$ cat src/rtl/qspi_flash_reader_if.sv
// qspi_flash_reader_if
//   Request/response channel between a core fetch/load port and the quad-I/O
//   flash reader. The master (core side) issues a 24-bit read address. The
//   slave (reader) returns one 32-bit word.
//
//   req_valid   master -> slave  read request
//   req_ready   slave  -> master reader is idle; transfer on valid && ready
//   req_addr    master -> slave  24-bit flash byte address
//   resp_valid  slave  -> master one-cycle pulse, resp_data valid
//   resp_data   slave  -> master read word, held until the next resp_valid
interface qspi_flash_reader_if;
  logic        req_valid;
  logic        req_ready;
  logic [23:0] req_addr;
  logic        resp_valid;
  logic [31:0] resp_data;

  modport master (
    output req_valid,
    output req_addr,
    input  req_ready,
    input  resp_valid,
    input  resp_data
  );

  modport slave (
    input  req_valid,
    input  req_addr,
    output req_ready,
    output resp_valid,
    output resp_data
  );
endinterface

$ cat src/rtl/qspi_flash_reader.sv
// qspi_flash_reader
//   Initiator for the quad-I/O fast read command (0xEB) to an external QSPI
//   NOR flash. It uses SPI mode 0, so SCK idles low. One accepted request
//   produces one chip-select window. The window carries 8 command bits on
//   IO0, 6 address nibbles, 2 mode nibbles and DUMMY_CYC dummy clocks. It
//   then captures 8 data nibbles and returns them as one little-endian
//   32-bit word.
//
//   Every pad output is a flop. The outputs change only on the clk edge
//   that drives SCK low, and on the accept edge. The flash shifts data on
//   falling SCK, and the reader samples qspi_io_i on that same clk edge.
//
// Parameters
//   CLK_DIV    SCK half-period in clk cycles (>= 1)
//   MODE_BYTE  mode byte sent after the address; [7:4] must be 4'hF
//   DUMMY_CYC  dummy SCK cycles between mode and data (0..8)
//   CS_DESEL   minimum clk cycles CS stays high between transactions
//
// Ports
//   clk, rst     system clock, synchronous active-high reset
//   bus          slave side of qspi_flash_reader_if (request/response)
//   qspi_io_i    data from the flash pads
//   qspi_io_o    data to the flash pads
//   qspi_io_t    per-bit tristate enable, 1 = released (input)
//   qspi_ck_o    SCK
//   qspi_cs_o    chip select, active low
module qspi_flash_reader #(
  parameter int         CLK_DIV   = 1,
  parameter logic [7:0] MODE_BYTE = 8'hF0,
  parameter int         DUMMY_CYC = 4,
  parameter int         CS_DESEL  = 2
) (
  input  logic                      clk,
  input  logic                      rst,
  qspi_flash_reader_if.slave        bus,
  input  logic [3:0]                qspi_io_i,
  output logic [3:0]                qspi_io_o,
  output logic [3:0]                qspi_io_t,
  output logic                      qspi_ck_o,
  output logic                      qspi_cs_o
);

  localparam logic [7:0] CMD_BYTE = 8'hEB;

  localparam int               DIV_W      = (CLK_DIV > 1) ? $clog2(CLK_DIV) : 1;
  localparam logic [DIV_W-1:0] DIV_LAST   = DIV_W'(CLK_DIV - 1);
  localparam logic [DIV_W-1:0] DIV_ONE    = DIV_W'(1);
  localparam logic [2:0]       DUMMY_LAST = 3'(DUMMY_CYC - 1);
  localparam logic [7:0]       DESEL_LAST = (CS_DESEL > 1) ? 8'(CS_DESEL - 1) : 8'd0;

  localparam logic [2:0] S_IDLE  = 3'd0;
  localparam logic [2:0] S_CMD   = 3'd1;
  localparam logic [2:0] S_ADDR  = 3'd2;
  localparam logic [2:0] S_MODE  = 3'd3;
  localparam logic [2:0] S_DUMMY = 3'd4;
  localparam logic [2:0] S_DATA  = 3'd5;
  localparam logic [2:0] S_DESEL = 3'd6;

  logic [2:0]       state_q, state_d;
  logic [DIV_W-1:0] div_q, div_d;
  logic [2:0]       sck_q, sck_d;
  logic [7:0]       desel_q, desel_d;
  logic [23:0]      addr_q, addr_d;
  logic [31:0]      data_q, data_d;
  logic             ck_q, ck_d;
  logic             cs_q, cs_d;
  logic [3:0]       io_o_q, io_o_d;
  logic [3:0]       io_t_q, io_t_d;
  logic             resp_valid_q, resp_valid_d;
  logic [31:0]      resp_data_q, resp_data_d;

  logic        last_div;
  logic        sck_fall;
  logic [31:0] nib_word;

  // The divider wraps once per SCK half-period.
  // The wrap with SCK high is the falling edge.
  assign last_div = (div_q == DIV_LAST);
  assign sck_fall = last_div && ck_q;

  // Nibbles arrive n0 first. They build up big-endian here and are
  // byte-swapped on the way out.
  assign nib_word = {data_q[27:0], qspi_io_i};

  // Next-state logic for the whole transfer. Each falling SCK edge
  // advances one bit slot. It drives the pads for the next slot: either
  // the next bit of the current phase, or the first bit of the next phase.
  always_comb begin
    state_d      = state_q;
    div_d        = div_q;
    sck_d        = sck_q;
    desel_d      = desel_q;
    addr_d       = addr_q;
    data_d       = data_q;
    ck_d         = ck_q;
    cs_d         = cs_q;
    io_o_d       = io_o_q;
    io_t_d       = io_t_q;
    resp_valid_d = 1'b0;
    resp_data_d  = resp_data_q;

    case (state_q)
      S_IDLE: begin
        if (bus.req_valid) begin
          state_d = S_CMD;
          addr_d  = bus.req_addr;
          div_d   = '0;
          sck_d   = '0;
          cs_d    = 1'b0;
          ck_d    = 1'b0;
          // Only IO0 is driven during the command. IO2/IO3 (WP#/HOLD#)
          // are held high.
          io_t_d  = 4'b1110;
          io_o_d  = {3'b111, CMD_BYTE[7]};
        end
      end

      S_CMD, S_ADDR, S_MODE, S_DUMMY, S_DATA: begin
        div_d = last_div ? '0 : div_q + DIV_ONE;
        if (last_div && !ck_q) begin
          ck_d = 1'b1;
        end
        if (sck_fall) begin
          ck_d  = 1'b0;
          sck_d = sck_q + 3'd1;
          case (state_q)
            S_CMD: begin
              if (sck_q == 3'd7) begin
                state_d = S_ADDR;
                sck_d   = '0;
                io_t_d  = 4'h0;
                io_o_d  = addr_q[23:20];
                addr_d  = {addr_q[19:0], 4'h0};
              end else begin
                io_o_d = {3'b111, CMD_BYTE[3'd6 - sck_q]};
              end
            end
            // The address shifts left so the next nibble is always on top.
            S_ADDR: begin
              if (sck_q == 3'd5) begin
                state_d = S_MODE;
                sck_d   = '0;
                io_o_d  = MODE_BYTE[7:4];
              end else begin
                io_o_d = addr_q[23:20];
                addr_d = {addr_q[19:0], 4'h0};
              end
            end
            S_MODE: begin
              if (sck_q == 3'd1) begin
                state_d = (DUMMY_CYC > 0) ? S_DUMMY : S_DATA;
                sck_d   = '0;
                io_t_d  = 4'hF;
                io_o_d  = 4'h0;
              end else begin
                io_o_d = MODE_BYTE[3:0];
              end
            end
            S_DUMMY: begin
              if (sck_q == DUMMY_LAST) begin
                state_d = S_DATA;
                sck_d   = '0;
              end
            end
            S_DATA: begin
              data_d = nib_word;
              // The last nibble closes the transaction on this same edge.
              if (sck_q == 3'd7) begin
                state_d      = S_DESEL;
                sck_d        = '0;
                desel_d      = '0;
                cs_d         = 1'b1;
                io_t_d       = 4'hF;
                io_o_d       = 4'h0;
                resp_valid_d = 1'b1;
                resp_data_d  = {nib_word[7:0], nib_word[15:8],
                                nib_word[23:16], nib_word[31:24]};
              end
            end
            default: ;
          endcase
        end
      end

      // Counts CS-high cycles before a new request can be accepted.
      S_DESEL: begin
        if (desel_q == DESEL_LAST) begin
          state_d = S_IDLE;
          desel_d = '0;
        end else begin
          desel_d = desel_q + 8'd1;
        end
      end

      default: state_d = S_IDLE;
    endcase
  end

  // State and pad registers. Reset returns the pads to the deselected,
  // released state immediately, even in the middle of a transfer.
  always_ff @(posedge clk) begin
    if (rst) begin
      state_q      <= S_IDLE;
      div_q        <= '0;
      sck_q        <= '0;
      desel_q      <= '0;
      addr_q       <= '0;
      data_q       <= '0;
      ck_q         <= 1'b0;
      cs_q         <= 1'b1;
      io_o_q       <= 4'h0;
      io_t_q       <= 4'hF;
      resp_valid_q <= 1'b0;
      resp_data_q  <= '0;
    end else begin
      state_q      <= state_d;
      div_q        <= div_d;
      sck_q        <= sck_d;
      desel_q      <= desel_d;
      addr_q       <= addr_d;
      data_q       <= data_d;
      ck_q         <= ck_d;
      cs_q         <= cs_d;
      io_o_q       <= io_o_d;
      io_t_q       <= io_t_d;
      resp_valid_q <= resp_valid_d;
      resp_data_q  <= resp_data_d;
    end
  end

  assign bus.req_ready  = (state_q == S_IDLE);
  assign bus.resp_valid = resp_valid_q;
  assign bus.resp_data  = resp_data_q;
  assign qspi_io_o      = io_o_q;
  assign qspi_io_t      = io_t_q;
  assign qspi_ck_o      = ck_q;
  assign qspi_cs_o      = cs_q;

endmodule
$ cat src/flat_wrapper.sv
// flat-port wrapper written by rule: the top's interface ports become plain ports
module qspi_flash_reader_flat 
#(
  parameter int         CLK_DIV   = 1,
  parameter logic [7:0] MODE_BYTE = 8'hF0,
  parameter int         DUMMY_CYC = 4,
  parameter int         CS_DESEL  = 2
)
  (clk, rst, qspi_io_i, qspi_io_o, qspi_io_t, qspi_ck_o, qspi_cs_o, bus_req_valid, bus_req_addr, bus_req_ready, bus_resp_valid, bus_resp_data);
  qspi_flash_reader_if bus_i ();
  input  logic clk;
  input  logic rst;
  input  logic [3:0] qspi_io_i;
  output logic [3:0] qspi_io_o;
  output logic [3:0] qspi_io_t;
  output logic qspi_ck_o;
  output logic qspi_cs_o;
  input wire logic [$bits(bus_i.req_valid)-1:0] bus_req_valid;
  input wire logic [$bits(bus_i.req_addr)-1:0] bus_req_addr;
  output wire logic [$bits(bus_i.req_ready)-1:0] bus_req_ready;
  output wire logic [$bits(bus_i.resp_valid)-1:0] bus_resp_valid;
  output wire logic [$bits(bus_i.resp_data)-1:0] bus_resp_data;
  assign bus_i.req_valid = bus_req_valid;
  assign bus_i.req_addr = bus_req_addr;
  assign bus_req_ready = bus_i.req_ready;
  assign bus_resp_valid = bus_i.resp_valid;
  assign bus_resp_data = bus_i.resp_data;
  qspi_flash_reader #(.CLK_DIV(CLK_DIV), .MODE_BYTE(MODE_BYTE), .DUMMY_CYC(DUMMY_CYC), .CS_DESEL(CS_DESEL)) u_core (.clk(clk), .rst(rst), .bus(bus_i), .qspi_io_i(qspi_io_i), .qspi_io_o(qspi_io_o), .qspi_io_t(qspi_io_t), .qspi_ck_o(qspi_ck_o), .qspi_cs_o(qspi_cs_o));
endmodule
$ cat config.mk
export PLATFORM = sky130hd
export DESIGN_NAME = qspi_flash_reader_flat
export DESIGN_NICKNAME = d
export VERILOG_FILES = /design/src/rtl/qspi_flash_reader_if.sv /design/src/rtl/qspi_flash_reader.sv /design/src/flat_wrapper.sv
export SDC_FILE = /design/constraint.sdc
export NUM_CORES = 1
export LEC_CHECK = 0
export ABC_AREA = 1
export CAP_MARGIN = 30
export CORE_ASPECT_RATIO = 1.4
export CORE_UTILIZATION = 57
export CTS_CLUSTER_SIZE = 28
export DETAILED_ROUTE_END_ITERATION = 7
export PLACE_DENSITY = 0.89
export SYNTH_ARGS = -nofsm -noshare
export SYNTH_HDL_FRONTEND = slang
export SYNTH_SLANG_ARGS = --single-unit
$ cat constraint.sdc
create_clock -name clk -period 3.4 [get_ports clk]
set_input_delay 0.51 -clock clk [delete_from_list [all_inputs] [get_ports clk]]
set_output_delay 0.51 -clock clk [all_outputs]
set_load 0.1 [all_outputs]
==> impl_metrics.tcl, run 1 <==
set metrics [dict create \
    worst_ep_arrival_time_ns 1.96 \
    synth.avg_cell_area_um2 7.249 \
    dp.final_hpwl_mm 7.466 \
    sum_of_negative_setup_slack_ns 0 \
    synth_cell_type_count 28 \
    post_cts_resize_count 0 \
    cp_slowest_cell "sky130_fd_sc_hd__clkdlybuf4s50_1" \
    worst_ep_required_time_ns 2.89 \
    timing.critical_path.from_type "flip-flop" \
    worstSkewPairLatency_ns 0.38 \
    dieWidth_um 78.78 \
    worstHoldPathType "reg -> reg" \
    vdd_drop_max_uv 763.1 \
    hold_path_origin "u_core.qspi_io_t[0]" \
    drc 0 \
    finalCoreUtilization_pct 71.54 \
    layout-area-overhead-vs-synth_pct 20.03 \
    slew_headroom_pct 32.79 \
    drt-total-wl_mm 11.20 \
    antennaDiodeCount 0 \
    maximum_capacitance_violations 0 \
    seqCellArea_um2 2142 \
    input_output_buffers 74 \
    maximum_number_of_pins_on_one_net_before_global_route_repair 48 \
    ys_warn_count 0 \
    final_hold_viol_count 0 \
    critical_path.max_fanout 4 \
    place.gp.congestion 0.9672 \
    timing.critical_path.slowest_cell_delay_ns 1.16 \
    finalSetupViolCount 0 \
    clock_tree.htree_level_count 3 \
    number_of_hold_buffers_added_after_cts 0 \
    worst-r2r-setup-slack_ns 1.11 \
    start_util_pct 59.61 \
    worst_r2r_endpoint "u_core.addr_q[6]" \
    average_vias_per_placed_instance 5.473 \
    timing.rr.start "u_core.state_q[2]" \
    holdPathStages 2 \
    dieHeight_um 109.5 \
    timing.final.crit_period_ns 2.465 \
    syn_nets 689 \
    min_period_over_period_pct 72.51 \
    pwr_density_cell_nw_per_um2 749.5 \
    tightest_slew_ns 1.005 \
    globalRouteTotalUtil_pct 27.46 \
    final_layout_size_suffix_gt1_share_pct 7.334 \
    crit_path_cell_trace "clkdlybuf4s50_1" \
    cts_post_setup_buffers_inserted 0 \
    type_of_the_worst_setup_path "reg -> out" \
    clk_pin_slew_worst_paths_ns 0.10 \
    cp-end-kind "output port" \
    rsz0062_at_grt "no" \
    design.portCount 75 \
    num-fill-cells 649 \
    nNetsFinal 744 \
    syn_area_um2 4705 \
    drtPass1Iterations 5 \
    result_of_the_run "completed" \
    antenna_left 0 \
    fin_skew_ns 0.01022 \
    drtIter0Drc 293 \
    dr_total_vias 4428 \
    cts_root_buf "sky130_fd_sc_hd__clkbuf_8" \
    hold-path-endpoint "u_core.qspi_io_t[0]" \
    multi_input_area_um2 2163 \
    num_rows 38 \
    routed_wire_length_per_instance_um 13.84 \
    fmax_ghz 0.4056 \
    cp_num_buf_inv 1 \
    first_global_vias 4208 \
    synth_top_cells_by_area "sky130_fd_sc_hd__dfxtp_1, sky130_fd_sc_hd__nand2_1, sky130_fd_sc_hd__nand3_1, sky130_fd_sc_hd__nor2_1, sky130_fd_sc_hd__o21ai_0" \
    synth-seq-cells 107 \
    critPathTopFamily "buffers and inverters" \
    post_synth_inst_count 649 \
    total_cts_buffers 9 \
    area_share_of_the_largest_cell_type_after_synthesis_pct 45.53 \
    yosysTopAreaCell "sky130_fd_sc_hd__dfxtp_1" \
    globalRoute.totalOverflow 0 \
    cts_buffer_depth 2 \
    timing.final.max_slew_violations 0 \
    cts_sinks 107 \
    floorplan.die_area_um2 8626 \
    core_um2 7893 \
    grt_pass1_wl_mm 18.71 \
    leakage_nw 2.342 \
    cts_tree "done" \
    antenna_found_initial 0 \
    post_synthesis_sequential_area_ratio_pct 45.53 \
    ff2ff_path_depth 10 \
]
[area by class of cell]
cell class,count,area share (%)
Timing Repair Buffer,80,13.87
Multi-Input combinational cell,450,38.31
Sequential cell,107,37.93
Clock buffer,10,2.260
Tap cell,100,2.216
Inverter,56,3.745
Clock inverter,6,1.662
[cell families after synthesis]
group / count (synthesis) / share of synthesized area (%)
adders and majority gates: 9 / 2.394
AOI/OAI and AO/OA: 138 / 14.84
xor gates and xnor gates: 2 / 0.3724
and+or+nand+nor: 301 / 28.38
DFF: 107 / 45.53
buffers and inverters: 92 / 8.484
[synthesized netlist by cell type]
cell                       number
sky130_fd_sc_hd__nand2_1      112
sky130_fd_sc_hd__dfxtp_1      107
sky130_fd_sc_hd__nor2_1        89
sky130_fd_sc_hd__nand3_1       71
sky130_fd_sc_hd__o21ai_0       55
sky130_fd_sc_hd__inv_1         49
sky130_fd_sc_hd__a21oi_1       41
sky130_fd_sc_hd__o21ai_1       39
sky130_fd_sc_hd__clkbuf_1      18
sky130_fd_sc_hd__buf_2          9
sky130_fd_sc_hd__ha_1           9
sky130_fd_sc_hd__nand2_2        7
sky130_fd_sc_hd__inv_2          6
sky130_fd_sc_hd__nor2_2         5
sky130_fd_sc_hd__nor3_1         5
sky130_fd_sc_hd__buf_6          4
sky130_fd_sc_hd__nand2_4        4
sky130_fd_sc_hd__buf_4          3
sky130_fd_sc_hd__nor2_4         3
sky130_fd_sc_hd__o21bai_1       3
sky130_fd_sc_hd__buf_1          2
sky130_fd_sc_hd__or2_2          2
sky130_fd_sc_hd__clkinv_2       1
sky130_fd_sc_hd__nand3b_1       1
sky130_fd_sc_hd__nand4_1        1
sky130_fd_sc_hd__nor2_8         1
sky130_fd_sc_hd__xnor2_1        1
sky130_fd_sc_hd__xor2_1         1
[per-stage QoR]
step,power [W],worst slack (ns),cells,hold WS (ns),cell area (µm²)
floorplan,0.003047,1.052,649,0.4207,4705
global placement,0.003293,1.228,793,0.4332,5425
detailed placement,0.003358,1.159,793,0.4438,5425
CTS,0.004227,0.9273,809,0.4616,5647
global route,0.004481,0.9004,809,0.4852,5647
finish,0.004232,0.9348,809,0.4603,5647
[sequential cells by signal, indices dropped and copies added, names as in the netlist]
signal	count
u_core.state_q	3
u_core.qspi_io_o	4
u_core.qspi_ck_o	1
u_core.qspi_io_t	2
u_core.desel_q	8
u_core.addr_q	24
u_core.sck_q	3
u_core.bus.resp_data	32
u_core.bus.resp_valid	1
u_core.data_q	28
u_core.qspi_cs_o	1
[layer usage]
metal / wire length, µm / share of wire [%] / vias to the layer above / GRT usage (%)
met2: 5758 / 51 / 157 / 48.57
met1: 4613 / 41 / 2048 / 31.68
li1: - / - / 2202 / -
met5: 0 / 0 / - / 0
met3: 625 / 5.6 / 21 / 4.813
met4: 198 / 1.8 / 0 / 13.76
[placed cells by master (no fill, tap or decap), types with 3 or more instances in the layout]
master / count
sky130_fd_sc_hd__nand2_1: 112
sky130_fd_sc_hd__dfxtp_1: 107
sky130_fd_sc_hd__clkbuf_8: 9
sky130_fd_sc_hd__nor2_1: 89
sky130_fd_sc_hd__nor3_1: 5
sky130_fd_sc_hd__nor2_2: 5
sky130_fd_sc_hd__o21bai_1: 3
sky130_fd_sc_hd__nor2_4: 3
sky130_fd_sc_hd__buf_4: 7
sky130_fd_sc_hd__o21ai_0: 55
sky130_fd_sc_hd__nand2_4: 4
sky130_fd_sc_hd__inv_2: 7
sky130_fd_sc_hd__inv_6: 3
sky130_fd_sc_hd__inv_1: 48
sky130_fd_sc_hd__ha_1: 9
sky130_fd_sc_hd__o21ai_1: 39
sky130_fd_sc_hd__a21oi_1: 41
sky130_fd_sc_hd__clkdlybuf4s50_1: 73
sky130_fd_sc_hd__nand2_2: 7
sky130_fd_sc_hd__nand3_1: 71
[worst max-delay path by stage]
stage / depth (start not counted) / start / end / slack, ns
after detailed placement: 10 / bus_req_valid / u_core.addr_q[19] / 1.16
after CTS: 1 / u_core.qspi_ck_o / qspi_ck_o / 0.93
after global placement: 10 / bus_req_valid / u_core.addr_q[12] / 1.23
after global routing: 1 / u_core.qspi_ck_o / qspi_ck_o / 0.90
after floorplan: 3 / u_core.state_q[1] / bus_req_ready / 1.05
final: 1 / u_core.qspi_ck_o / qspi_ck_o / 0.93
[power breakdown]
| part | leakage [nW] | switching (W) | internal [W] | total [W] |
|---|---|---|---|---|
| sequential | 0.870 | 0.000121 | 0.00142 | 0.00154 |
| combinational | 1.36 | 0.00132 | 0.000492 | 0.00182 |
| clock | 0.108 | 0.000449 | 0.000423 | 0.000873 |
| total | 2.34 | 0.00189 | 0.00234 | 0.00423 |
(Power assumes the default switching activity.)
==> run 2: changes to the inputs <==
- CORE_UTILIZATION: 57 -> 53
- PLACE_DENSITY: 0.89 -> 0.84
- clock period: 3.4 -> 2.31 ns (I/O delays scaled with it)
==> run 2 against run 1 <==
Compared with the run above: sequential share of layout area shrank 0.10 points; core utilization fell by 5.8 points; clock power rose by 82%; first-iteration DRC count fell by 23%; global-route usage shrank 2.0 points; via count shrank 2.2%; combinational power is 48% higher; cell count increased by 0.99%; hold slack worse by 0.0025 ns; wire length shrank 1.2%; clock skew down 0.0026 ns; critical path depth rose by 9; critical endpoint is now u_core.addr_q[9]; highest routed layer unchanged.
==> impl_metrics.tcl, run 2 (synthesized netlist as in run 1, its figures left out) <==
set metrics [dict create \
    result_of_the_run "completed" \
    drtPass1Iterations 7 \
    final_layout_size_suffix_gt1_share_pct 13.90 \
    largest_reg_flops 32 \
    antenna_found_initial 0 \
    hold_path_origin "u_core.qspi_io_t[0]" \
    cts_buffer_depth 2 \
    worstSkewPairLatency_ns 0.35 \
    most-common-layout-cells "sky130_fd_sc_hd__nand2_1, sky130_fd_sc_hd__dfxtp_1, sky130_fd_sc_hd__nor2_1" \
    timing.critical_path.from_type "flip-flop" \
    place.detailed.instances 801 \
    grt_util_met3_pct 4.640 \
    cts_sinks 107 \
    nNetsFinal 747 \
    finalCoreUtilization_pct 65.77 \
    seqCellArea_um2 2142 \
    antennaDiodeCount 0 \
    hold-path-endpoint "u_core.qspi_io_t[0]" \
    first_global_vias 4108 \
    timing.final.crit_period_ns 1.997 \
    drt-total-wl_mm 11.07 \
    worst_r2r_endpoint "u_core.addr_q[9]" \
    maximum_number_of_pins_on_one_net_before_global_route_repair 45 \
    routed_wire_length_per_instance_um 13.54 \
    core_um2 8608 \
    floorplan.die_area_um2 9262 \
    drc 0 \
    globalRoute.totalOverflow 0 \
    slew_headroom_pct 63.47 \
    cts_root_buf "sky130_fd_sc_hd__clkbuf_16" \
    finalSetupViolCount 0 \
    holdPathStages 2 \
    globalRoute.busiestLayer "met2" \
    total_cts_buffers 9 \
    grt_pass1_wl_mm 18.51 \
    clock_tree.htree_level_count 3 \
    pwr_density_cell_nw_per_um2 1155 \
    place.gp.congestion 0.9153 \
    grt.met2_usage_pct 43.61 \
    worst_ep_arrival_time_ns 2.24 \
    worst_ep_required_time_ns 2.56 \
    tightest_slew_ns 0.5471 \
    maximum_capacitance_violations 0 \
    start_util_pct 54.65 \
    design.portCount 75 \
    min_period_over_period_pct 86.44 \
    globalRouteTotalUtil_pct 25.46 \
    dieWidth_um 81.63 \
    use_met1_pct 30.19 \
    cp-end-kind "flip-flop" \
    vdd_drop_max_uv 996.6 \
    input_output_buffers 74 \
    dieHeight_um 113.5 \
    timing.final.max_slew_violations 0 \
    number_of_hold_buffers_added_after_cts 0 \
    timing.rr.start "u_core.sck_q[1]" \
    num-fill-cells 738 \
    layout-area-overhead-vs-synth_pct 20.35 \
    multi_input_area_um2 2163 \
    cts_tree "done" \
    critical_path.startpoint "u_core.sck_q[1]" \
    mostFrequentLayoutCell "sky130_fd_sc_hd__nand2_1" \
    drtIter0Drc 225 \
    sum_of_negative_setup_slack_ns 0 \
    worstHoldPathType "reg -> reg" \
    type_of_the_worst_setup_path "reg -> reg" \
    ff2ff_path_depth 10 \
    clk_pin_slew_worst_paths_ns 0.07 \
    leakage_nw 2.479 \
    average_vias_per_placed_instance 5.302 \
    critical_path.max_fanout 20 \
    fmax_ghz 0.5008 \
    dr_total_vias 4332 \
    finalNonFillerCells 817 \
    num_rows 40 \
    dp.final_hpwl_mm 7.797 \
    final_hold_viol_count 0 \
    worst-r2r-setup-slack_ns 0.31 \
    rsz0062_at_grt "no" \
    fin_skew_ns 0.007624 \
    antenna_left 0 \
]
==> run 2: area by class of cell <==
cell class | count | area share [%]
Timing Repair Buffer | 83 | 12.33
Sequential cell | 107 | 37.83
Inverter | 56 | 3.779
Clock buffer | 10 | 4.044
Clock inverter | 6 | 1.481
Tap cell | 105 | 2.320
Multi-Input combinational cell | 450 | 38.21
==> run 2: critical path: stages (launching register included) <==
cell	delay, ns
sky130_fd_sc_hd__dfxtp_1	0.38
sky130_fd_sc_hd__ha_1	0.23
sky130_fd_sc_hd__ha_1	0.25
sky130_fd_sc_hd__inv_2	0.12
sky130_fd_sc_hd__nand3_1	0.14
sky130_fd_sc_hd__nand2_1	0.10
sky130_fd_sc_hd__nor2_4	0.13
sky130_fd_sc_hd__buf_4	0.22
sky130_fd_sc_hd__inv_4	0.12
sky130_fd_sc_hd__nor2_1	0.13
sky130_fd_sc_hd__nor2_1	0.06
==> run 2: what timing repair did <==
action / 4_1_cts / 5_1_grt
resized for setup: 0 / 3
hold endpoints to repair: 0 / 0
setup buffers: 0 / 0
setup endpoints to repair: 0 / 19
==> run 2: worst max-delay path by stage <==
stage | cells after the start | slack [ns] | endpoint
final | 10 | 0.31 | u_core.addr_q[9]
after global routing | 11 | 0.12 | u_core.addr_q[12]
after CTS | 10 | 0.13 | u_core.addr_q[12]
after floorplan | 3 | 0.13 | bus_req_ready
after detailed placement | 10 | 0.18 | u_core.addr_q[9]
after global placement | 10 | 0.30 | u_core.addr_q[12]
==> run 2: metrics by stage <==
step	hold slack (ns)	power, W	setup slack [ns]	area [µm²]
global route	0.4745	0.006938	0.1157	5662
detailed placement	0.4414	0.004955	0.1770	5346
global placement	0.4323	0.004895	0.3035	5346
finish	0.4577	0.006539	0.3133	5662
CTS	0.4566	0.006533	0.1324	5659
floorplan	0.4207	0.004485	0.1255	4705
==> run 2: per-layer routing <==
layer | vias up | wire length [µm]
met4 | 0 | 296
met2 | 100 | 5657
li1 | 2218 | -
met1 | 1986 | 4669
met3 | 28 | 442
met5 | - | 0
==> run 2: report_power, final <==
part,switching (W),leakage (nW),internal (W)
Combinational,0.00196,1.46,0.000731
Clock,0.000721,0.152,0.000868
Sequential,0.000161,0.870,0.00210
Total,0.00285,2.48,0.00369
==> run 3: changes to the inputs <==
- TNS_END_PERCENT: unset -> 30
==> results of run 3 <==
The final DEF is identical to that of run 2; final timing and power are the same.
